File: src/rtl/lcd_pkg.sv
// lcd_pkg: shared types and constants for the HD44780 character-LCD controller.
//   lcd_state_e  - controller state encoding
//   INIT_ROM     - power-up init command bytes, sent in order with RS=0
//   CMD_CLEAR/CMD_HOME - commands that need the long execution wait
package lcd_pkg;

  typedef enum logic [2:0] {
    ST_PWRUP,
    ST_IDLE,
    ST_SETUP,
    ST_PULSE,
    ST_HOLD,
    ST_EXEC
  } lcd_state_e;

  localparam int unsigned INIT_LEN = 4;
  // 8-bit/2-line, display on, clear, entry mode increment
  localparam logic [7:0] INIT_ROM [INIT_LEN] = '{8'h38, 8'h0C, 8'h01, 8'h06};

  localparam logic [7:0] CMD_CLEAR = 8'h01;
  localparam logic [7:0] CMD_HOME  = 8'h02;

  // 0x03 is also return-home: DB0 is a don't-care for that instruction.
  function automatic logic is_long_cmd(input logic rs, input logic [7:0] data);
    return !rs && (data == CMD_CLEAR || data == CMD_HOME ||
                   data == (CMD_HOME | CMD_CLEAR));
  endfunction

  function automatic int unsigned max_u(input int unsigned a, input int unsigned b);
    return (a > b) ? a : b;
  endfunction

endpackage

File: src/rtl/lcd_if.sv
// lcd_if: byte request channel into the LCD controller (valid/ready).
//   req_valid - request present (master -> slave)
//   req_ready - controller can accept (slave -> master)
//   req_rs    - 0 = command, 1 = character data
//   req_data  - byte to send
interface lcd_if;
  logic       req_valid;
  logic       req_ready;
  logic       req_rs;
  logic [7:0] req_data;

  modport master (output req_valid, output req_rs, output req_data, input  req_ready);
  modport slave  (input  req_valid, input  req_rs, input  req_data, output req_ready);
endinterface

File: src/rtl/lcd_timer.sv
// lcd_timer: loadable down-counter used for every timed controller state.
//   clk_i, rst_ni - clock, asynchronous active-low reset (count -> RST_VAL)
//   load_i        - load value_i on this edge (has priority over counting)
//   value_i       - cycles-minus-one to spend in the state being entered
//   done_o        - count has reached zero; stays there until reloaded
module lcd_timer #(
  parameter int unsigned   W       = 8,
  parameter logic [W-1:0]  RST_VAL = '0
) (
  input  logic         clk_i,
  input  logic         rst_ni,
  input  logic         load_i,
  input  logic [W-1:0] value_i,
  output logic         done_o
);

  logic [W-1:0] cnt_q, cnt_d;

  always_comb begin
    cnt_d = cnt_q;
    if (load_i) begin
      cnt_d = value_i;
    end else if (cnt_q != '0) begin
      cnt_d = cnt_q - W'(1);
    end
  end

  always_ff @(posedge clk_i or negedge rst_ni) begin
    if (!rst_ni) cnt_q <= RST_VAL;
    else         cnt_q <= cnt_d;
  end

  // done_o looks only at the stored count, so the FSM can decide a
  // transition and issue the reload on the same edge without a loop.
  assign done_o = (cnt_q == '0);

endmodule

File: src/rtl/lcd_ctrl.sv
// lcd_ctrl: HD44780-compatible character-LCD timing controller.
//   clk_i, rst_ni - clock, asynchronous active-low reset
//   req           - lcd_if.slave byte channel (valid/ready, rs, data)
//   busy_o        - inverse of req_ready
//   init_done_o   - power-up init sequence finished (sticky)
//   lcd_on_o      - LCD power enable
//   lcd_en_o, lcd_rs_o, lcd_rw_o, lcd_data_o - LCD pins (registered, RW fixed 0)
module lcd_ctrl
  import lcd_pkg::*;
#(
  parameter int unsigned T_SETUP = 2,
  parameter int unsigned T_EN    = 12,
  parameter int unsigned T_HOLD  = 2,
  parameter int unsigned T_EXEC  = 2000,
  parameter int unsigned T_LONG  = 82000,
  parameter int unsigned T_PWRUP = 750000,
  parameter bit          INIT_EN = 1'b1
) (
  input  logic       clk_i,
  input  logic       rst_ni,
  lcd_if.slave       req,
  output logic       busy_o,
  output logic       init_done_o,
  output logic       lcd_on_o,
  output logic       lcd_en_o,
  output logic       lcd_rs_o,
  output logic       lcd_rw_o,
  output logic [7:0] lcd_data_o
);

  localparam int unsigned T_MAX = max_u(max_u(max_u(T_SETUP, T_EN), max_u(T_HOLD, T_EXEC)),
                                        max_u(T_LONG, T_PWRUP));
  localparam int unsigned CNT_W = $clog2(T_MAX) + 1;
  localparam int unsigned IDX_W = $clog2(INIT_LEN);

  typedef logic [CNT_W-1:0] cnt_t;
  typedef logic [IDX_W-1:0] idx_t;

  // Timer values are cycles-minus-one: the entry edge already counts.
  localparam cnt_t LD_SETUP = cnt_t'(T_SETUP - 1);
  localparam cnt_t LD_EN    = cnt_t'(T_EN - 1);
  localparam cnt_t LD_HOLD  = cnt_t'(T_HOLD - 1);
  localparam cnt_t LD_EXEC  = cnt_t'(T_EXEC - 1);
  localparam cnt_t LD_LONG  = cnt_t'(T_LONG - 1);
  localparam cnt_t LD_PWRUP = INIT_EN ? cnt_t'(T_PWRUP - 1) : '0;

  localparam lcd_state_e RST_STATE = INIT_EN ? ST_PWRUP : ST_IDLE;

  lcd_state_e state_q, state_d;
  logic       en_q, en_d;
  logic       rs_q, rs_d;
  logic [7:0] data_q, data_d;
  logic       on_q, on_d;
  logic       ready_q, ready_d;
  logic       init_done_q, init_done_d;
  idx_t       idx_q, idx_d;

  logic       t_load;
  cnt_t       t_value;
  logic       t_done;
  logic       accept;

  lcd_timer #(
    .W       (CNT_W),
    .RST_VAL (LD_PWRUP)
  ) u_timer (
    .clk_i   (clk_i),
    .rst_ni  (rst_ni),
    .load_i  (t_load),
    .value_i (t_value),
    .done_o  (t_done)
  );

  assign accept = req.req_valid && ready_q;

  always_comb begin
    state_d     = state_q;
    en_d        = en_q;
    rs_d        = rs_q;
    data_d      = data_q;
    on_d        = 1'b1;
    idx_d       = idx_q;
    init_done_d = init_done_q | !INIT_EN;
    t_load      = 1'b0;
    t_value     = '0;

    unique case (state_q)
      ST_PWRUP: if (t_done) begin
        state_d = ST_SETUP;
        rs_d    = 1'b0;
        idx_d   = '0;
        data_d  = INIT_ROM[0];
        t_load  = 1'b1;
        t_value = LD_SETUP;
      end
      ST_IDLE: if (accept) begin
        state_d = ST_SETUP;
        rs_d    = req.req_rs;
        data_d  = req.req_data;
        t_load  = 1'b1;
        t_value = LD_SETUP;
      end
      ST_SETUP: if (t_done) begin
        state_d = ST_PULSE;
        en_d    = 1'b1;
        t_load  = 1'b1;
        t_value = LD_EN;
      end
      ST_PULSE: if (t_done) begin
        state_d = ST_HOLD;
        en_d    = 1'b0;
        t_load  = 1'b1;
        t_value = LD_HOLD;
      end
      ST_HOLD: if (t_done) begin
        state_d = ST_EXEC;
        t_load  = 1'b1;
        t_value = is_long_cmd(rs_q, data_q) ? LD_LONG : LD_EXEC;
      end
      ST_EXEC: if (t_done) begin
        // During init, EXEC chains straight into the next ROM command.
        if (!init_done_q && idx_q != idx_t'(INIT_LEN - 1)) begin
          state_d = ST_SETUP;
          idx_d   = idx_q + idx_t'(1);
          rs_d    = 1'b0;
          data_d  = INIT_ROM[idx_d];
          t_load  = 1'b1;
          t_value = LD_SETUP;
        end else begin
          state_d     = ST_IDLE;
          init_done_d = 1'b1;
        end
      end
      default: state_d = RST_STATE;
    endcase

    ready_d = (state_d == ST_IDLE) && init_done_d;
  end

  always_ff @(posedge clk_i or negedge rst_ni) begin
    if (!rst_ni) begin
      state_q     <= RST_STATE;
      en_q        <= 1'b0;
      rs_q        <= 1'b0;
      data_q      <= '0;
      on_q        <= 1'b0;
      ready_q     <= 1'b0;
      init_done_q <= 1'b0;
      idx_q       <= '0;
    end else begin
      state_q     <= state_d;
      en_q        <= en_d;
      rs_q        <= rs_d;
      data_q      <= data_d;
      on_q        <= on_d;
      ready_q     <= ready_d;
      init_done_q <= init_done_d;
      idx_q       <= idx_d;
    end
  end

  assign req.req_ready = ready_q;
  assign busy_o        = !ready_q;
  assign init_done_o   = init_done_q;
  assign lcd_on_o      = on_q;
  assign lcd_en_o      = en_q;
  assign lcd_rs_o      = rs_q;
  assign lcd_rw_o      = 1'b0;
  assign lcd_data_o    = data_q;

endmodule

File: src/flat_wrapper.sv
// flat-port wrapper written by rule: the top's interface ports become plain ports
module lcd_ctrl_flat import lcd_pkg::*;
#(
  parameter int unsigned T_SETUP = 2,
  parameter int unsigned T_EN    = 12,
  parameter int unsigned T_HOLD  = 2,
  parameter int unsigned T_EXEC  = 2000,
  parameter int unsigned T_LONG  = 82000,
  parameter int unsigned T_PWRUP = 750000,
  parameter bit          INIT_EN = 1'b1
)
  (clk_i, rst_ni, busy_o, init_done_o, lcd_on_o, lcd_en_o, lcd_rs_o, lcd_rw_o, lcd_data_o, req_req_valid, req_req_rs, req_req_data, req_req_ready);
  lcd_if req_i ();
  input  logic clk_i;
  input  logic rst_ni;
  output logic busy_o;
  output logic init_done_o;
  output logic lcd_on_o;
  output logic lcd_en_o;
  output logic lcd_rs_o;
  output logic lcd_rw_o;
  output logic [7:0] lcd_data_o;
  input wire logic [$bits(req_i.req_valid)-1:0] req_req_valid;
  input wire logic [$bits(req_i.req_rs)-1:0] req_req_rs;
  input wire logic [$bits(req_i.req_data)-1:0] req_req_data;
  output wire logic [$bits(req_i.req_ready)-1:0] req_req_ready;
  assign req_i.req_valid = req_req_valid;
  assign req_i.req_rs = req_req_rs;
  assign req_i.req_data = req_req_data;
  assign req_req_ready = req_i.req_ready;
  lcd_ctrl #(.T_SETUP(T_SETUP), .T_EN(T_EN), .T_HOLD(T_HOLD), .T_EXEC(T_EXEC), .T_LONG(T_LONG), .T_PWRUP(T_PWRUP), .INIT_EN(INIT_EN)) u_core (.clk_i(clk_i), .rst_ni(rst_ni), .req(req_i), .busy_o(busy_o), .init_done_o(init_done_o), .lcd_on_o(lcd_on_o), .lcd_en_o(lcd_en_o), .lcd_rs_o(lcd_rs_o), .lcd_rw_o(lcd_rw_o), .lcd_data_o(lcd_data_o));
endmodule
File: config.mk
export PLATFORM = sky130hd
export DESIGN_NAME = lcd_ctrl_flat
export DESIGN_NICKNAME = d
export VERILOG_FILES = /design/src/rtl/lcd_pkg.sv /design/src/rtl/lcd_if.sv /design/src/rtl/lcd_timer.sv /design/src/rtl/lcd_ctrl.sv /design/src/flat_wrapper.sv
export SDC_FILE = /design/constraint.sdc
export NUM_CORES = 1
export LEC_CHECK = 0
export BUFFER_PORTS_ARGS = -buffer_cell sky130_fd_sc_hd__buf_4
export CORE_MARGIN = 3
export CORE_UTILIZATION = 59
export CTS_BUF_LIST = sky130_fd_sc_hd__clkbuf_4 sky130_fd_sc_hd__clkbuf_8
export CTS_CLUSTER_DIAMETER = 40
export DETAILED_ROUTE_END_ITERATION = 10
export GPL_TIMING_DRIVEN = 0
export PLACE_DENSITY = 0.88
export SKIP_CTS_REPAIR_TIMING = 1
export SLEW_MARGIN = 20
export SYNTH_ARGS = -nofsm -noshare
export SYNTH_HDL_FRONTEND = slang
export SYNTH_SLANG_ARGS = --single-unit
File: constraint.sdc
create_clock -name clk_i -period 5.25 [get_ports clk_i]
set_input_delay 0.2625 -clock clk_i [delete_from_list [all_inputs] [get_ports clk_i]]
set_output_delay 0.2625 -clock clk_i [all_outputs]
set_load 0.03 [all_outputs]
==> results of run 1 <==
## cell type report
cell class              instances  area (um2)
multi-input cells             171        1150
flip-flops and latches         39         992
fillers                       270         916
repair buffers                 26         198
clock buffers                   8        91.3
well taps                      46        57.6
plain buffers                   8        37.5
inverters                       7        26.3
## routing by layer
metal	GRT usage [%]	routed length, um
met5	0	0
met4	6.08	60
met3	5.49	334
met2	40.9	2400
met1	34.3	2120
## power by group
group | leakage [nW] | switching, mW | internal [mW]
combinational | 0.551 | 0.00966 | 0.00766
clock | 0.0498 | 0.0998 | 0.110
sequential | 0.440 | 0.0000885 | 0.301
total | 1.04 | 0.110 | 0.419
## cell usage in the layout, fill, tap and decap left out, types with 5 or more instances in the layout
cell type	instances
o21ai_0	5
dfrtp_1	26
nand3_1	5
nand2_1	21
clkbuf_8	5
xnor2_1	13
nor3_1	5
nor2_1	24
nor4_1	7
a21oi_1	10
o31ai_1	6
dfstp_2	13
buf_4	27
inv_1	7
ha_1	5
## worst max-delay path, cell delays in order, from the launching register on
cell and delay [ns]:
dfstp_2 0.39, inv_1 0.07, ha_1 0.20, nor3b_1 0.64, nand3_1 0.35, nor4b_1 0.44, xnor2_1 0.17, nor2_1 0.05
## per-stage QoR
step	cells	power (mW)	worst slack (ns)	hold slack [ns]	util, %
after CTS	304	0.530	2.84	-0.0531	73.3
final	305	0.528	2.79	0.187	73.6
after detailed placement	296	0.324	2.88	0.257	70.7
after global placement	296	0.324	2.91	0.255	70.7
after floorplan	225	0.311	3.17	-0.0331	-
after global routing	305	0.547	2.65	0.188	73.6
## worst paths after layout
path / from / endpoint / slack [ns] / cells past startpoint
min reg2reg: u_core.lcd_en_o / u_core.lcd_en_o / 0.53 / 2
min in group asynchronous: rst_ni / u_core.u_timer.cnt_q[11] / 0.47 / 2
min: req_req_rs / u_core.lcd_rs_o / 0.19 / 2
max in group asynchronous: rst_ni / u_core.u_timer.cnt_q[19] / 4.43 / 2
max: u_core.u_timer.cnt_q[0] / u_core.u_timer.cnt_q[18] / 2.79 / 7
max reg2reg: u_core.u_timer.cnt_q[0] / u_core.u_timer.cnt_q[18] / 2.79 / 7
## kinds of logic after synthesis
group | synth area share [%]
buffers and inverters | 2.89
AND/OR/NAND/NOR | 24.1
XOR/XNOR | 5.96
flip-flops | 45.0
multiplexers | 3.35
adder cells (fa/ha/maj) | 2.84
other | 0.340
AO/OA/AOI/OAI | 15.5
## registers in the layout (all words and copies together), names as in the netlist
signal / cells
u_core.idx_q: 2
u_core.lcd_rs_o: 1
u_core.lcd_on_o: 1
u_core.lcd_data_o: 8
u_core.req.req_ready: 1
u_core.state_q: 3
u_core.lcd_en_o: 1
u_core.init_done_o: 1
u_core.u_timer.cnt_q: 21
==> summary.md, run 1 <==
| Metric | Value |
|---|---|
| Ports | `27` |
| Mapped Area | `2210 um2` |
| Setup TNS | `0 ns` |
| Die width | `67.1 um` |
| RSZ-0062 raised after global routing | `no` |
| Ant diodes | `0` |
| Starting Density | `63.6%` |
| Area leader, netlist | `dfrtp_1` |
| Clk buf depth | `2` |
| PwrDens | `207 nW/um2` |
| Slew margin rel. | `42.5%` |
| Slew @ Worst Pin | `0.855 ns` |
| Avg WL per Cell | `16.1 um` |
| Mean Syn Cell Area | `9.80 um2` |
| PortBufs | `25` |
| CTS tree | `yes` |
| Routability cong. | `0.912` |
| Max Clk Rate | `406 MHz` |
| Predominant post-synthesis flop cell | `dfrtp_1` |
| VDD IR max | `0.000181 V` |
| Syn_nets | `242` |
| Area contributors post-synth | `dfrtp_1 29%, dfstp_2 15%, xnor2_1 5.2%, nor2_1 4.1%, nand2_1 3.6%` |
| Die Span Y | `67.1 um` |
| Crit path kind | `reg2reg` |
| Initial antenna violation count | `0` |
| Max cap viols | `0` |
| Rows | `21` |
| Final instance area | `2550 um2` |
| Yosys Warn Count | `0` |
| Sink Count | `39` |
| Vias in the first global route | `1,824` |
| Commonest cells post-synth | `26 x dfrtp_1, 24 x nor2_1, 21 x nand2_1` |
| Register bit total from synthesis | `39` |
| Register area share after synthesis | `45.0%` |
| Root buf cell | `clkbuf_8` |
| Clk_lat worst skew | `0.29 ns` |
| Layout area overhead | `15.7%` |
| CP Max Fanout | `6` |
| Fin crit share | `46.9%` |
| Ys async rst share | `100%` |
| Clock buffer count from CTS | `5` |
| First-pass GRT wire length | `8530 um` |
| Total track usage | `25.1%` |
| Finish-stage setup viols | `0` |
| GR Overflow Total | `0` |
| Clock Skews | `0.00537 ns` |
| Worst Hold Class | `in2reg` |
| Layout cells sized above 1 | `23.9%` |
| Post-synth top area share | `29.5%` |
| HPWL after DPL | `3630 um` |
| Fin nets | `275` |
| Core box area | `3470 um2` |
| DRC | `0` |
| Number of synthesized flops with an enable pin | `0` |
| Outcome | `complete, no violations` |
| DP Area | `2450 um2` |
| Iteration-0 DRC Markers | `157` |
| Pin count of the biggest net entering global routing | `40` |
| Post-detailed-route count of antenna-violating nets | `0` |
| Cell with the most instances after synthesis | `dfrtp_1` |
| Final wirelength | `4910 um` |
| Final Critical Period | `2.46 ns` |
| Static Leakage | `1.04 nW` |
| Slew Limit Fails | `0` |
| DR vias | `1,822` |
| Critical path arrival | `2.62 ns` |
| CP required | `5.41 ns` |
| Fin. Hold Viols | `0` |
| Detailed Routing Iterations Pass 1 | `4` |
| Syn Inst Count | `225` |
| Routed vias/inst | `5.97` |
| Count of different cell masters after synthesis | `54` |
| Die ar. | `4510 um2` |
| Clk pin slew, worst setup/hold paths | `0.07 ns` |
| H-tree levels | `2` |
| Worst setup EP type | `register` |
| Startpoint Class | `register` |
Power figures use the tool's default switching activity.
==> run 2, diff against run 1 <==
--- a/config.mk
+++ b/config.mk
@@ -7,12 +7,12 @@
 export LEC_CHECK = 0
 export BUFFER_PORTS_ARGS = -buffer_cell sky130_fd_sc_hd__buf_4
 export CORE_MARGIN = 3
-export CORE_UTILIZATION = 59
+export CORE_UTILIZATION = 54
 export CTS_BUF_LIST = sky130_fd_sc_hd__clkbuf_4 sky130_fd_sc_hd__clkbuf_8
 export CTS_CLUSTER_DIAMETER = 40
 export DETAILED_ROUTE_END_ITERATION = 10
 export GPL_TIMING_DRIVEN = 0
-export PLACE_DENSITY = 0.88
+export PLACE_DENSITY = 0.85
 export SKIP_CTS_REPAIR_TIMING = 1
 export SLEW_MARGIN = 20
 export SYNTH_ARGS = -nofsm -noshare
==> constraint.sdc (replaced) <==
create_clock -name clk_i -period 2.05 [get_ports clk_i]
set_input_delay 0.1025 -clock clk_i [delete_from_list [all_inputs] [get_ports clk_i]]
set_output_delay 0.1025 -clock clk_i [all_outputs]
set_load 0.03 [all_outputs]
==> run 2 against run 1 <==
Net effect:
- the run now ends with setup timing left
- cell area is 13% higher
- clock power rose to 3.2 times the previous value
- first-iteration DRC count up 6.4%
- count of clock-buffer cells in the layout is 2 lower
- via count is 12% higher
- critical path type unchanged
- highest routed layer unchanged
==> summary.md, run 2 (synthesis results as in run 1) <==
| Metric | Value |
|---|---|
| Outcome | `finished with violations` |
| Failing checks | `setup timing` |
| Family with the most delay on the worst path | `simple AND/OR/NAND/NOR gates` |
| Clk buf depth | `2` |
| Clk pin slew, worst setup/hold paths | `0.08 ns` |
| Crit path kind | `reg2reg` |
| Die ar. | `4890 um2` |
| Slew Limit Fails | `0` |
| CP Max Fanout | `4` |
| GR Overflow Total | `0` |
| Ant diodes | `0` |
| Final instance area | `2890 um2` |
| DRC | `0` |
| Max incr delay on CP | `0.44 ns` |
| CTS tree | `yes` |
| Pin count of the biggest net entering global routing | `40` |
| Detailed Routing Iterations Pass 1 | `4` |
| Worst setup EP type | `register` |
| Slew @ Worst Pin | `0.564 ns` |
| HPWL after DPL | `3500 um` |
| Iteration-0 DRC Markers | `167` |
| Final wirelength | `6180 um` |
| DR vias | `2,033` |
| DP Area | `2460 um2` |
| Clk_lat worst skew | `0.30 ns` |
| CP required | `2.23 ns` |
| Core box area | `3800 um2` |
| Critical Path, Cell by Cell | `inv_2, ha_4, nor4b_4, nand4_1, or3_4, nor2_4, mux2_4` |
| Ports | `27` |
| Fin crit share | `107%` |
| Rows | `22` |
| Clock Skews | `0.00756 ns` |
| Vias in the first global route | `1,774` |
| Fin. Hold Viols | `0` |
| Reg with most FFs | `u_core.u_timer.cnt_q` |
| Static Leakage | `1.16 nW` |
| Finish-stage setup viols | `13` |
| Worst setup margin | `-0.137 ns` |
| PortBufs | `25` |
| VDD IR max | `0.000457 V` |
| Most frequent cells in the layout | `39 x buf_4, 22 x nor2_1, 22 x dfrtp_1` |
| # fillers | `254` |
| Most common cell after layout, fill and taps aside | `buf_4` |
| Post-detailed-route count of antenna-violating nets | `0` |
| Hold Path Depth | `2` |
| Slowest library cell on the worst path | `or3_4` |
| Startpoint Class | `register` |
| CP bufs+invs | `1` |
| Max cap viols | `0` |
| Die width | `69.9 um` |
| Sink Count | `39` |
| Avg WL per Cell | `19.2 um` |
| Die Span Y | `69.9 um` |
| Layout area overhead | `31.2%` |
| FF-to-FF path depth | `7` |
| Routed vias/inst | `6.33` |
| Cell count along the critical path | `7` |
| Layout cells sized above 1 | `38.5%` |
| FF-to-FF setup slack | `-0.14 ns` |
| RSZ-0062 raised after global routing | `yes` |
| Initial antenna violation count | `0` |
| Final Critical Period | `2.19 ns` |
| Worst Hold Class | `in2reg` |
| Routability cong. | `0.880` |
| Root buf cell | `clkbuf_8` |
| First-pass GRT wire length | `8370 um` |
| Total track usage | `21.3%` |
| Clock buffer count from CTS | `5` |
| PwrDens | `517 nW/um2` |
| WHS | `0.0105 ns` |
| Slew margin rel. | `62.4%` |
| Max Clk Rate | `457 MHz` |
| Setup TNS | `-1.09 ns` |
| Fin nets | `289` |
| Starting Density | `58.1%` |
| Critical path arrival | `2.37 ns` |
| H-tree levels | `2` |
| Max reg flops | `21` |
[run 2: changes by cell type in the layout (fill, tap and decap cells not counted), sizes merged]
cell    previous run  this run
clkinv             0         1
clkbuf            12         9
bufinv             0         1
buf               29        44
[run 2: layout make-up]
cell class	count	area (um2)	share of cell area [%]
Multi-Input combinational cell	171	1340	46.2
Sequential cell	39	997	34.5
Timing Repair Buffer	40	310	10.7
Clock buffer	6	82.6	2.85
Tap cell	48	60.1	2.08
Buffer	8	45.0	1.56
Clock inverter	2	35.0	1.21
Inverter	7	26.3	0.908
[run 2: layer usage]
metal / up-vias / track usage (%) / routed length, um
met2: 94 / 31.9 / 3160
met5: - / 0 / 0
met1: 1006 / 30.6 / 2490
met4: 0 / 8.51 / 156
met3: 20 / 3.60 / 363
li1: 913 / - / -
[run 2: path summary, 6_finish.rpt]
| path | startpoint | endpoint |
|---|---|---|
| max | u_core.u_timer.cnt_q[0] | u_core.idx_q[0] |
| min | req_req_data[7] | u_core.lcd_data_o[7] |
| max reg2reg | u_core.u_timer.cnt_q[0] | u_core.idx_q[0] |
| min reg2reg | u_core.lcd_en_o | u_core.lcd_en_o |
| max in group asynchronous | rst_ni | u_core.idx_q[0] |
| min in group asynchronous | rst_ni | u_core.u_timer.cnt_q[11] |
[run 2: power by group]
part           internal [mW]  total (mW)  leakage, nW  switching, mW
Clock                  0.394       0.679       0.0612          0.285
Combinational         0.0197      0.0456        0.664         0.0259
Sequential             0.771       0.771        0.436       0.000292
Total                   1.18        1.50         1.16          0.311
[run 2: through the flow]
stage	std cells	worst slack, ns	utilization, %	power [mW]
4_1_cts	306	-0.349	67.9	1.49
5_1_grt	321	-0.181	76.2	1.54
2_1_floorplan	225	0.0187	-	0.796
6_report	321	-0.137	76.2	1.50
3_5_place_dp	298	-0.322	64.8	0.829
3_3_place_gp	298	-0.282	64.8	0.828
==> run 3, diff against run 2 <==
--- a/config.mk
+++ b/config.mk
@@ -5,12 +5,14 @@
 export SDC_FILE = /design/constraint.sdc
 export NUM_CORES = 1
 export LEC_CHECK = 0
+export ABC_AREA = 1
 export BUFFER_PORTS_ARGS = -buffer_cell sky130_fd_sc_hd__buf_4
 export CORE_MARGIN = 3
 export CORE_UTILIZATION = 54
 export CTS_BUF_LIST = sky130_fd_sc_hd__clkbuf_4 sky130_fd_sc_hd__clkbuf_8
 export CTS_CLUSTER_DIAMETER = 40
 export DETAILED_ROUTE_END_ITERATION = 10
+export GPL_ROUTABILITY_DRIVEN = 0
 export GPL_TIMING_DRIVEN = 0
 export PLACE_DENSITY = 0.85
 export SKIP_CTS_REPAIR_TIMING = 1
==> run 3 against run 2 <==
Net effect:
- the flow finishes with violations (hold timing)
- clock power increased by 14%
- maximum frequency is 15% higher
- sequential share of layout area up 1.4 points
- combinational power is 10% lower
- highest routed layer unchanged
==> summary.md, run 3 <==
| Metric | Value |
|---|---|
| Outcome | `finished with violations` |
| Failing checks | `hold timing` |
| Cell Int Power | `1.27 mW` |
| Sink Count | `39` |
| DRC | `0` |
| Detailed Routing Iterations Pass 1 | `4` |
| Syn Inst Count | `293` |
| Total track usage | `21.7%` |
| Cell with the most instances after synthesis | `nand2_1` |
| Vias in the first global route | `1,939` |
| Register area share after synthesis | `42.6%` |
| Fin. Hold Viols | `1` |
| Final wirelength | `5090 um` |
| Max cap viols | `0` |
| Static Leakage | `1.40 nW` |
| Layout cells sized above 1 | `25.8%` |
| Iteration-0 DRC Markers | `126` |
| GR Overflow Total | `0` |
| Layout area overhead | `18.8%` |
| WHS | `-0.00276 ns` |
| Max reg flops | `21` |
| Ports | `27` |
| Clk_lat worst skew | `0.30 ns` |
| Crit path kind | `reg2reg` |
| Area contributors post-synth | `dfrtp_1 28%, dfstp_2 15%, nand2_1 9.8%, nor2_1 7.6%, inv_1 5.0%` |
| PwrDens | `573 nW/um2` |
| First-pass GRT wire length | `8830 um` |
| VDD IR max | `0.000331 V` |
| CP required | `2.24 ns` |
| Reg with most FFs | `u_core.u_timer.cnt_q` |
| Clk buf depth | `2` |
| Avg WL per Cell | `13.4 um` |
| Worst setup EP type | `register` |
| Finish-stage setup viols | `0` |
| HPWL after DPL | `3690 um` |
| H-tree levels | `2` |
| Slew Limit Fails | `0` |
| Initial antenna violation count | `0` |
| DR vias | `2,019` |
| Post-detailed-route count of antenna-violating nets | `0` |
| # fillers | `320` |
| Clock Skews | `0.00783 ns` |
| Clock buffer count from CTS | `5` |
| Clk pin slew, worst setup/hold paths | `0.08 ns` |
| Routed vias/inst | `5.31` |
| Yosys Warn Count | `0` |
| Syn_nets | `310` |
| Core box area | `4090 um2` |
| Commonest cells post-synth | `61 x nand2_1, 47 x nor2_1, 31 x inv_1` |
| PortBufs | `25` |
| Number of synthesized flops with an enable pin | `0` |
| Mean Syn Cell Area | `7.96 um2` |
| Die Span Y | `71.7 um` |
| Pin count of the biggest net entering global routing | `40` |
| Sequential group share of total power | `48.6%` |
| Max Clk Rate | `526 MHz` |
| Ant diodes | `0` |
| DP Area | `2580 um2` |
| Die ar. | `5140 um2` |
| Worst Hold Class | `in2reg` |
| CTS tree | `yes` |
| Clock power share | `48.8%` |
| Sw Ratio | `19.7%` |
| Mapped Area | `2330 um2` |
| Count of different cell masters after synthesis | `32` |
| Startpoint Class | `register` |
| RSZ-0062 raised after global routing | `no` |
| P_sw | `312 uW` |
| Register bit total from synthesis | `39` |
| CP Max Fanout | `9` |
| Final Critical Period | `1.90 ns` |
| Area leader, netlist | `dfrtp_1` |
| Critical path arrival | `2.09 ns` |
| Final instance area | `2770 um2` |
| Predominant post-synthesis flop cell | `dfrtp_1` |
| Setup TNS | `0 ns` |
| Fin crit share | `92.7%` |
| Combinational Power Share | `2.6%` |
| Post-synth top area share | `27.9%` |
| Most frequent cells in the layout | `61 x nand2_1, 47 x nor2_1, 31 x inv_1` |
| Rows | `23` |
| Fin nets | `346` |
| Starting Density | `57.0%` |
| Root buf cell | `clkbuf_8` |
| Ys async rst share | `100%` |
| Die width | `71.7 um` |
| Most common cell after layout, fill and taps aside | `nand2_1` |
[run 3: layer usage]
| metal | wire [um] | up-vias | part of all wire (%) | GRT usage [%] |
|---|---|---|---|---|
| li1 | - | 1010 | - | - |
| met1 | 2330 | 937 | 46 | 28.7 |
| met2 | 2360 | 59 | 46 | 34.1 |
| met3 | 303 | 13 | 6.0 | 5.47 |
| met4 | 99 | 0 | 1.9 | 8.35 |
| met5 | 0 | - | 0 | 0 |
[run 3: area by class of cell]
cell class | count | area (um2) | area share [%]
timing repair buffer | 29 | 223 | 8.04
tap | 50 | 62.6 | 2.26
inverter | 34 | 128 | 4.61
clock buffer | 5 | 68.8 | 2.48
buffer | 6 | 43.8 | 1.58
multi-input combinational | 214 | 1180 | 42.8
clock inverter | 3 | 67.6 | 2.44
sequential | 39 | 992 | 35.8
[run 3: final timing paths]
path,startpoint,endpoint,slack [ns],depth (start not counted)
max,u_core.u_timer.cnt_q[0],u_core.lcd_data_o[0],0.15,12
min,req_req_data[7],u_core.lcd_data_o[7],-0.003,3
max reg2reg,u_core.u_timer.cnt_q[0],u_core.lcd_data_o[0],0.15,12
min reg2reg,u_core.u_timer.cnt_q[0],u_core.u_timer.cnt_q[0],0.49,2
max in group asynchronous,rst_ni,u_core.u_timer.cnt_q[1],1.39,2
min in group asynchronous,rst_ni,u_core.u_timer.cnt_q[20],0.30,2
[run 3: cell families after synthesis]
group / count (synthesis) / synth area share (%)
buffers and inverters: 40 / 7.25
adder cells (fa/ha/maj): 5 / 2.68
AO/OA/AOI/OAI: 38 / 9.82
other: 2 / 0.322
AND/OR/NAND/NOR: 159 / 33.6
flip-flops: 39 / 42.6
XOR/XNOR: 10 / 3.76
[run 3: power groups by stage]
stage	Clock [mW]	Combinational, mW	Sequential [mW]
6_report	0.774	0.0409	0.771
5_1_grt	0.823	0.0456	0.771
3_3_place_gp	0	0.0388	0.785
3_5_place_dp	0	0.0394	0.786
4_1_cts	0.786	0.0390	0.771
2_1_floorplan	0	0.00405	0.788
[run 3: per-stage QoR]
stage	instances	hold WS, ns	util (%)	worst slack, ns	total power, mW
floorplan	293	-0.193	-	0.260	0.792
global placement	368	0.0979	63.2	0.0631	0.824
global route	380	-0.00000880	67.8	0.00730	1.64
CTS	376	-0.228	66.5	0.000331	1.60
finish	380	-0.00276	67.8	0.150	1.59
detailed placement	368	0.106	63.2	0.0160	0.825
[run 3: worst max-delay path, cell delays in order (launching register included)]
cell and delay [ns]:
dfstp_2 0.38, inv_1 0.10, ha_1 0.24, nand2_4 0.10, nor2_8 0.13, nand2_4 0.08
nor2_8 0.19, nand3_4 0.13, nand2_4 0.11, nor2_4 0.05, buf_4 0.15, nand2_1 0.06
o21ai_2 0.06
